`src/rtl/gray_to_binary_serial_if.sv`:
```
// Word-level handshake bundle for the serial Gray-to-binary decoder: Gray word in, binary result out.
// master drives the Gray word and consumes the result; slave is the decoder.
interface gray_to_binary_serial_if #(
    parameter int WIDTH = 4
);
    logic             in_valid;
    logic [WIDTH-1:0] in_gray;
    logic             in_ready;
    logic             out_valid;
    logic             out_ready;
    logic [WIDTH-1:0] out_bin;
    logic             busy;
    logic             adj_err;

    modport master (
        output in_valid,
        output in_gray,
        output out_ready,
        input  in_ready,
        input  out_valid,
        input  out_bin,
        input  busy,
        input  adj_err
    );

    modport slave (
        input  in_valid,
        input  in_gray,
        input  out_ready,
        output in_ready,
        output out_valid,
        output out_bin,
        output busy,
        output adj_err
    );
endinterface

```
`src/rtl/gray_to_binary_serial.sv`:
```
// Serial Gray-to-binary decoder, MSB first, one bit per clock; adjacency checker under G2B_ADJ_CHECK_EN.
// Latency: WIDTH cycles from accept to out_valid; one word per WIDTH+2 cycles at best.
// Backpressure: holds result in DONE while out_ready is low; in_ready only in IDLE.
module gray_to_binary_serial #(
    parameter int WIDTH = 4
) (
    input  logic                    clk,
    input  logic                    rst,
    gray_to_binary_serial_if.slave  bus
);
    localparam int IDXW = $clog2(WIDTH);
    localparam logic [IDXW-1:0] IDX_MSB = IDXW'(WIDTH - 1);
    localparam logic [IDXW-1:0] IDX_ONE = IDXW'(1);

    localparam logic [1:0] ST_IDLE = 2'd0;
    localparam logic [1:0] ST_CONV = 2'd1;
    localparam logic [1:0] ST_DONE = 2'd2;

    logic [1:0]       state;
    logic [WIDTH-1:0] gray_sr;
    logic [WIDTH-1:0] bin_q;
    logic [IDXW-1:0]  idx;
    logic             acc;
    logic             next_bit;
    logic             accept;

    assign accept = bus.in_valid && (state == ST_IDLE);

    // acc carries the previously resolved (higher) binary bit; it starts at 0 so b[MSB] = g[MSB].
    assign next_bit = acc ^ gray_sr[WIDTH-1];

    always_ff @(posedge clk or posedge rst) begin
        if (rst) begin
            state   <= ST_IDLE;
            gray_sr <= '0;
            bin_q   <= '0;
            idx     <= '0;
            acc     <= 1'b0;
        end else begin
            case (state)
                ST_IDLE: begin
                    if (accept) begin
                        gray_sr <= bus.in_gray;
                        idx     <= IDX_MSB;
                        acc     <= 1'b0;
                        state   <= ST_CONV;
                    end
                end
                ST_CONV: begin
                    bin_q[idx] <= next_bit;
                    acc        <= next_bit;
                    gray_sr    <= {gray_sr[WIDTH-2:0], 1'b0};
                    if (idx == '0) begin
                        state <= ST_DONE;
                    end else begin
                        idx <= idx - IDX_ONE;
                    end
                end
                ST_DONE: begin
                    if (bus.out_ready) begin
                        state <= ST_IDLE;
                    end
                end
                default: state <= ST_IDLE;
            endcase
        end
    end

    assign bus.in_ready  = (state == ST_IDLE);
    assign bus.out_valid = (state == ST_DONE);
    assign bus.busy      = (state != ST_IDLE);
    assign bus.out_bin   = bin_q;

`ifdef G2B_ADJ_CHECK_EN
    localparam logic [WIDTH-1:0] WORD_ONE = WIDTH'(1);

    logic [WIDTH-1:0] hist;
    logic             hist_vld;
    logic [WIDTH-1:0] diff;
    logic             single_flip;
    logic             adj_q;

    // Exactly one bit set: non-zero and clearing the lowest set bit leaves nothing.
    assign diff        = bus.in_gray ^ hist;
    assign single_flip = (diff != '0) && ((diff & (diff - WORD_ONE)) == '0);

    always_ff @(posedge clk or posedge rst) begin
        if (rst) begin
            hist     <= '0;
            hist_vld <= 1'b0;
            adj_q    <= 1'b0;
        end else if (accept) begin
            adj_q    <= hist_vld && !single_flip;
            hist     <= bus.in_gray;
            hist_vld <= 1'b1;
        end
    end

    assign bus.adj_err = adj_q;
`else
    assign bus.adj_err = 1'b0;
`endif

endmodule

```
`src/flat_wrapper.sv`:
```
// flat-port wrapper written by rule: the top's interface ports become plain ports
module gray_to_binary_serial_flat 
#(
    parameter int WIDTH = 4
)
  (clk, rst, bus_in_valid, bus_in_gray, bus_out_ready, bus_in_ready, bus_out_valid, bus_out_bin, bus_busy, bus_adj_err);
  gray_to_binary_serial_if #(.WIDTH(WIDTH)) bus_i ();
  input  logic clk;
  input  logic rst;
  input wire logic [$bits(bus_i.in_valid)-1:0] bus_in_valid;
  input wire logic [$bits(bus_i.in_gray)-1:0] bus_in_gray;
  input wire logic [$bits(bus_i.out_ready)-1:0] bus_out_ready;
  output wire logic [$bits(bus_i.in_ready)-1:0] bus_in_ready;
  output wire logic [$bits(bus_i.out_valid)-1:0] bus_out_valid;
  output wire logic [$bits(bus_i.out_bin)-1:0] bus_out_bin;
  output wire logic [$bits(bus_i.busy)-1:0] bus_busy;
  output wire logic [$bits(bus_i.adj_err)-1:0] bus_adj_err;
  assign bus_i.in_valid = bus_in_valid;
  assign bus_i.in_gray = bus_in_gray;
  assign bus_i.out_ready = bus_out_ready;
  assign bus_in_ready = bus_i.in_ready;
  assign bus_out_valid = bus_i.out_valid;
  assign bus_out_bin = bus_i.out_bin;
  assign bus_busy = bus_i.busy;
  assign bus_adj_err = bus_i.adj_err;
  gray_to_binary_serial #(.WIDTH(WIDTH)) u_core (.clk(clk), .rst(rst), .bus(bus_i));
endmodule
```
`config.mk`:
```
export PLATFORM = sky130hd
export DESIGN_NAME = gray_to_binary_serial_flat
export DESIGN_NICKNAME = d
export VERILOG_FILES = /design/src/rtl/gray_to_binary_serial_if.sv /design/src/rtl/gray_to_binary_serial.sv /design/src/flat_wrapper.sv
export SDC_FILE = /design/constraint.sdc
export NUM_CORES = 1
export LEC_CHECK = 0
export ABC_AREA = 1
export ABC_CLOCK_PERIOD_IN_PS = 2710
export BUFFER_PORTS_ARGS = -buffer_cell sky130_fd_sc_hd__buf_4
export CAP_MARGIN = 20
export CORE_UTILIZATION = 34
export CTS_BUF_LIST = sky130_fd_sc_hd__clkbuf_8 sky130_fd_sc_hd__clkbuf_16
export DETAILED_ROUTE_END_ITERATION = 10
export PLACE_DENSITY = 0.51
export SYNTH_ARGS = -nofsm -noshare
export SYNTH_HDL_FRONTEND = slang
export SYNTH_SLANG_ARGS = --single-unit
```
`constraint.sdc`:
```
create_clock -name clk -period 2.71 [get_ports clk]
set_input_delay 0.542 -clock clk [delete_from_list [all_inputs] [get_ports clk]]
set_output_delay 0.542 -clock clk [all_outputs]
set_load 0.01 [all_outputs]
```
==> results of run 1 <==
[synthesized netlist by cell type, drive strengths merged]
library cell	instances	area share, %
nand2	39	23
o21ai	4	3.3
conb	1	0.52
inv	11	5.8
buf	3	4.2
o31ai	1	1.0
nand3	7	4.9
dfrtp	13	45
nor2	6	4.2
xor2	1	1.2
ha	4	7.0
[kinds of logic after synthesis]
| family | count (synthesis) | synth area share (%) |
|---|---|---|
| flip-flops | 13 | 45.4 |
| buffers and inverters | 14 | 9.95 |
| adder cells (fa/ha/maj) | 4 | 6.98 |
| XOR/XNOR | 1 | 1.22 |
| AND/OR/NAND/NOR | 52 | 31.6 |
| other | 1 | 0.523 |
| AO/OA/AOI/OAI | 5 | 4.36 |
[worst max-delay path by stage]
stage | from | endpoint | cells past startpoint
global placement | u_core.state[0]$_DFFE_PP0P_ | bus_busy | 3
floorplan | u_core.state[0]$_DFFE_PP0P_ | bus_busy | 3
finish | u_core.state[0]$_DFFE_PP0P_ | bus_busy | 3
CTS | u_core.state[0]$_DFFE_PP0P_ | bus_busy | 3
detailed placement | u_core.state[0]$_DFFE_PP0P_ | bus_busy | 3
global route | u_core.state[0]$_DFFE_PP0P_ | bus_busy | 3
[state kept, by name, summed over array words and instances (netlist names)]
register and count:
u_core.acc 1, u_core.bus.out_bin 4, u_core.gray_sr 4, u_core.idx 2
u_core.state 2
[through the flow]
step,power [W],instance area (um^2),setup WS [ns]
2_1_floorplan,0.000780,717,1.47
3_3_place_gp,0.000906,826,1.34
3_5_place_dp,0.000909,826,1.31
4_1_cts,0.00108,871,1.05
5_1_grt,0.00118,871,1.00
6_report,0.00106,871,1.05
[placed cells by master (no fill, tap or decap), types with 4 or more instances in the layout]
cell type / n
inv_1: 9
ha_1: 4
nand3_1: 7
dfrtp_1: 13
nor2_1: 5
nand2_1: 35
buf_4: 14
[report_power, final]
| group | internal, W | leakage (nW) | switching [W] |
|---|---|---|---|
| sequential | 0.000287 | 0.163 | 0.0000846 |
| combinational | 0.000209 | 0.304 | 0.000313 |
| clock | 0.0000999 | 0.0269 | 0.0000684 |
[final cells by class]
class / instances / area, um^2 / share of cell area, %
clock buffer: 3 / 41.3 / 4.74
clock inverter: 1 / 3.75 / 0.431
inverter: 11 / 41.3 / 4.74
multi-input combinational: 63 / 320 / 36.8
sequential: 13 / 325 / 37.4
tap: 27 / 33.8 / 3.88
timing repair buffer: 14 / 105 / 12.1
[metal layers]
layer	global-route usage [%]	wire, um
met1	17.2	630
met2	17.6	492
met3	4.53	59
met4	5.00	8
met5	0	0
==> results by group, run 1 <==
Die
  • Die area: 2300 um^2
  • DIE WIDTH: 47.9 um
  • Io pins: 16
  • Initial core utilization: 36.2%
  • Rows: 16
  • Core area: 1980 um^2
  • Die height: 47.9 um

Cells and area
  • Share of cells above drive strength 1: 24.8%
  • Fin util: 43.9%
  • Fin nets: 118
  • # diodes: 0
  • Area grow syn2layout: 21.5%
  • FILL cells: 204
  • Layout Cells excl Fill: 132

Placed design
  • Dpl hpwl: 952 um
  • Port bufs: 14
  • Placer Congestion: 0.688
  • Post-placement cell count: 128

STA
  • Slew margin rel.: 66.4%
  • Final hold slack: 0.331 ns
  • # setup viols final: 0
  • Clk_skew: 0.00165 ns
  • Fin Setup TNS: 0 ns
  • Fmax: 0.604 GHz
  • Hold Vio Cnt, Final: 0
  • Final Max Tran Viols: 0
  • Post-route minimum period: 1.66 ns
  • RSZ-0062 raised after global routing: no
  • Worst-margin pin slew: 0.503 ns
  • Period utilization: 61.1%

Status
  • Status: finished, final reports clean

Setup path
  • Reg2reg end: u_core.idx[0]$_DFFE_PP0P_
  • WP data required: 2.17 ns
  • Worst Setup Start Kind: flip-flop
  • Crit path max-delay family: flip-flops
  • Critical path buffer and inverter count: 2
  • Worst reg-to-reg path cell count: 7
  • Worst r2r src: u_core.idx[0]$_DFFE_PP0P_
  • FF-to-FF setup slack: 1.53 ns
  • WS Path Type: reg -> out
  • Critical Path Fanout Max: 9
  • Worst path max stage delay: 0.52 ns
  • Cell-by-cell trace of the critical path: nor2_4 -> inv_1 -> buf_4
  • Setup crit end kind: primary output
  • Crit path max-delay cell type: dfrtp_1
  • Critical path arrival: 1.11 ns

CTS
  • Worst skew pair latency: 0.24 ns
  • # hold bufs at CTS: 0
  • Clock Path Buffers: 2
  • Clock buffer count from CTS: 3
  • CTS tree: done
  • Clock sink count: 13
  • Total setup buffers inserted after CTS: 0
  • Clk slew on worst S/H paths: 0.06 ns
  • Clock root cell: clkbuf_8
  • Htree depth: 1
  • Cts repair resizes: 0

Detailed routing
  • Via density: 4.27
  • Initial drt markers: 4
  • DRT Pass-1 Iters: 4
  • Via Count: 564
  • Post-route ant nets: 0
  • Remaining DRCs: 0
  • Routed wire length: 1.19 mm
  • Wire per inst: 9.02 um

Global route
  • Pin count of the biggest net entering global routing: 14
  • Antenna violations before repair: 0
  • GRT Resource Usage Total: 12.5%
  • Vias in the first global route: 465
  • Global-route wire length before repair: 1.97 mm
  • Total grt overflow: 0

Yosys
  • Mapped Nets: 102
  • Sequential area share after synthesis: 45.4%
  • Seq cells post-synth: 13
  • Post-Synthesis Cells: 90
  • Synthesized area: 717 um^2
  • Syn Area/Cell: 7.97 um^2
  • Yosys warning total: 0
  • Post-synthesis cell type count: 17

Power and ir drop
  • Leakage power: 0.493 nW
  • VDD IR max: 0.583 mV
  • Power per Cell Area: 1220 nW/um^2

Worst hold path
  • Hold crit path type: in -> async

Run
  • Maximum Capacitance Violations: 0
No activity file was read; power rests on OpenSTA's default activity.
==> run 2: changes to the inputs <==
- ABC_AREA: 1 -> 0
- ABC_CLOCK_PERIOD_IN_PS: 2710 -> 1600
- clock period: 2.71 -> 1.6 ns (I/O delays scaled with it)
==> results by group, run 2 <==
Yosys
  • Synth top area share: 40.9% (was 45.4%)
  • Yosys warning total: 0 (unchanged)
  • Top area cells in the synthesized netlist: dfrtp_1, nand3b_4, ha_1, inv_1, nor2b_1 (was dfrtp_1, nand2_1, ha_1, nand3_1, inv_1)
  • Post-Synth Simple-Gate Area: 21.9% (was 31.6%)
  • Mux cell area share after synthesis: 6.60% (was 0%)
  • Syn Area/Cell: 11.7 um^2 (was 7.97 um^2)
  • Post-synthesis compound-gate area fraction: 13.8% (was 4.36%)
  • Ys async rst share: 100% (unchanged)
  • Post-synth EDFFs: 0 (unchanged)
  • Seq cells post-synth: 13 (unchanged)
  • Post-Synthesis Cells: 68 (was 90)
  • Mapped Nets: 80 (was 102)
  • Synthesized area: 796 um^2 (was 717 um^2)
  • Synth top cells by count: dfrtp_1, inv_1, nor2b_1 (was nand2_1, dfrtp_1, inv_1)
  • Predominant post-synthesis flop cell: dfrtp_1 (unchanged)
  • Synth Area in XOR/XNOR: 1.10% (was 1.22%)
  • Most numerous cell in the Yosys netlist: dfrtp_1 (was nand2_1)
  • Adder-Cell Fraction of Synth Area: 6.29% (was 6.98%)
  • Post-synthesis cell type count: 26 (was 17)
  • Largest family of logic cells by synthesized area: simple AND/OR/NAND/NOR gates (unchanged)
  • Dominant cell type by area after synthesis: dfrtp_1 (unchanged)
  • Sequential area share after synthesis: 40.9% (was 45.4%)

Setup path
  • Setup crit end kind: primary output (unchanged)
  • WP data required: 1.28 ns (was 2.17 ns)
  • Crit path max-delay cell type: dfrtp_1 (unchanged)
  • Worst Setup Start Kind: flip-flop (unchanged)
  • Worst path max stage delay: 0.51 ns (was 0.52 ns)
  • WS Path Type: reg -> out (unchanged)
  • Critical path arrival: 1.21 ns (was 1.11 ns)
  • Cell-by-cell trace of the critical path: nor2_2 -> inv_1 -> buf_4 (was nor2_4 -> inv_1 -> buf_4)
  • Critical Path Fanout Max: 8 (was 9)

Die
  • Die area: 2540 um^2 (was 2300 um^2)
  • Die height: 50.4 um (was 47.9 um)
  • Rows: 17 (was 16)
  • Initial core utilization: 36.0% (was 36.2%)
  • DIE WIDTH: 50.4 um (was 47.9 um)
  • Core area: 2210 um^2 (was 1980 um^2)
  • Io pins: 16 (unchanged)

STA
  • RSZ-0062 raised after global routing: no (unchanged)
  • Period utilization: 95.3%
  • Hold Vio Cnt, Final: 0 (unchanged)
  • Post-route minimum period: 1.53 ns
  • Fin Setup TNS: 0 ns (unchanged)
  • Clk_skew: 0.00103 ns (was 0.00165 ns)
  • Fmax: 0.655 GHz
  • Worst-margin pin slew: 0.531 ns (was 0.503 ns)
  • # setup viols final: 0 (unchanged)
  • Slew margin rel.: 64.6% (was 66.4%)
  • Final Max Tran Viols: 0 (unchanged)

Cells and area
  • FILL cells: 224 (was 204)
  • Commonest non-fill, non-tap cell in the layout: buf_4 (was nand2_1)
  • # diodes: 0 (unchanged)
  • Area grow syn2layout: 21.9% (was 21.5%)
  • Fin nets: 98 (was 118)
  • Layout Cells excl Fill: 113 (was 132)
  • Leading cell types in the layout, fill and taps excluded: buf_4, dfrtp_1, inv_1 (was nand2_1, buf_4, dfrtp_1)
  • Share of cells above drive strength 1: 34.1% (was 24.8%)

Detailed routing
  • Wire per inst: 12.3 um (was 9.02 um)
  • Post-route ant nets: 0 (unchanged)
  • Routed wire length: 1.39 mm (was 1.19 mm)
  • Remaining DRCs: 0 (unchanged)
  • Via density: 4.82 (was 4.27)
  • DRT Pass-1 Iters: 4 (unchanged)
  • Via Count: 545 (was 564)
  • Initial drt markers: 14 (was 4)

Global route
  • Global-route wire length before repair: 2.41 mm (was 1.97 mm)
  • Pin count of the biggest net entering global routing: 14 (unchanged)
  • Total grt overflow: 0 (unchanged)
  • Vias in the first global route: 540 (was 465)
  • Antenna violations before repair: 0 (unchanged)
  • GRT Resource Usage Total: 13.1% (was 12.5%)

Power and ir drop
  • VDD IR max: 0.789 mV (was 0.583 mV)
  • Leakage power: 0.501 nW (was 0.493 nW)
  • Power per Cell Area: 1970 nW/um^2 (was 1220 nW/um^2)

CTS
  • CTS tree: done (unchanged)
  • Clock buffer count from CTS: 3 (unchanged)
  • Htree depth: 1 (unchanged)
  • # hold bufs at CTS: 0 (unchanged)
  • Clock root cell: clkbuf_8 (unchanged)
  • Clock sink count: 13 (unchanged)
  • Clk slew on worst S/H paths: 0.06 ns (about the same)
  • Clock Path Buffers: 2 (unchanged)
  • Worst skew pair latency: 0.24 ns (about the same)

Status
  • Status: finished, final reports clean (unchanged)

Placed design
  • Dpl hpwl: 1.02 mm (was 952 um)
  • Post-placement cell count: 109 (was 128)
  • Port bufs: 14 (unchanged)
  • Placer Congestion: 0.768 (was 0.688)

Run
  • Maximum Capacitance Violations: 0 (unchanged)

Worst hold path
  • Hold crit path type: in -> async (unchanged)
-- run 2: cell types whose count changed in the layout (fill, tap and decap cells not counted), moves of 5 or more --
| cell | previous run | this run |
|---|---|---|
| nor2b_1 | 0 | 5 |
| nand3_1 | 7 | 0 |
| nand2_1 | 35 | 3 |
| nor2_1 | 5 | 0 |
-- run 2: area by class of cell --
cell class                      instances  area (um^2)  area share [%]
Timing Repair Buffer                   17          128            13.2
Tap cell                               28         35.0            3.61
Inverter                                9         33.8            3.48
Clock inverter                          1         3.75           0.387
Sequential cell                        13          327            33.7
Multi-Input combinational cell         42          402            41.4
Clock buffer                            3         41.3            4.26
-- run 2: what timing repair did --
action | CTS | global route
setup endpoints to repair | 2 | 1
resized for setup | 1 | 1
setup buffers | 0 | 0
-- run 2: final timing paths --
check / depth (start not counted) / end / slack, ns / start
worst max register to register: 4 / u_core.idx[1]$_DFFE_PP0P_ / 0.25 / u_core.idx[1]$_DFFE_PP0P_
worst min register to register: 1 / u_core.bus.out_bin[3]$_DFFE_PP0P_ / 0.50 / u_core.bus.out_bin[3]$_DFFE_PP0P_
worst max-delay path: 3 / bus_busy / 0.07 / u_core.state[0]$_DFFE_PP0P_
max in group asynchronous: 2 / u_core.state[1]$_DFFE_PP0P_ / 1.10 / rst
min in group clk: 2 / u_core.state[1]$_DFFE_PP0P_ / 0.24 / bus_out_ready
worst min-delay path: 2 / u_core.state[0]$_DFFE_PP0P_ / 0.12 / rst
-- run 2: layer usage --
| layer | track usage [%] | vias to the layer above | wire length (um) |
|---|---|---|---|
| met4 | 6.94 | 0 | 30 |
| met1 | 16.9 | 255 | 710 |
| met3 | 2.73 | 4 | 65 |
| met2 | 20.2 | 17 | 581 |
| li1 | - | 269 | - |
| met5 | 0 | - | 0 |
-- run 2: critical path: cells and delay by family (launching register included) --
family	cells	cell delay [ns]
flip-flops	1	0.51
buffers and inverters	2	0.20
AND/OR/NAND/NOR	1	0.25
-- run 2: through the flow --
step / util (%) / hold slack (ns) / power [W] / instance area, um^2 / worst slack, ns
CTS: 43.8 / 0.136 / 0.00193 / 968 / 0.0449
global placement: 41.6 / 0.404 / 0.00162 / 921 / 0.234
finish: 43.8 / 0.119 / 0.00191 / 970 / 0.0744
floorplan: - / 0.197 / 0.00136 / 796 / 0.317
global route: 43.8 / 0.170 / 0.00206 / 970 / 0.0333
detailed placement: 41.6 / 0.399 / 0.00162 / 921 / 0.235
-- run 2: power by group --
| group | switching (W) | internal (W) | total (W) | leakage (nW) |
|---|---|---|---|---|
| Sequential | 0.000151 | 0.000492 | 0.000643 | 0.152 |
| Clock | 0.000119 | 0.000169 | 0.000288 | 0.0269 |
| Combinational | 0.000428 | 0.000552 | 0.000980 | 0.322 |
-- run 2: cells by family (layout without fill, tap and decap cells) --
kind of cell	after synthesis	after routing
xor+xnor	1	1
mux	4	4
other cells	1	1
simple gates	21	21
compound gates	11	11
buf+inv	13	30
flops	13	13
fa+ha+maj	4	4
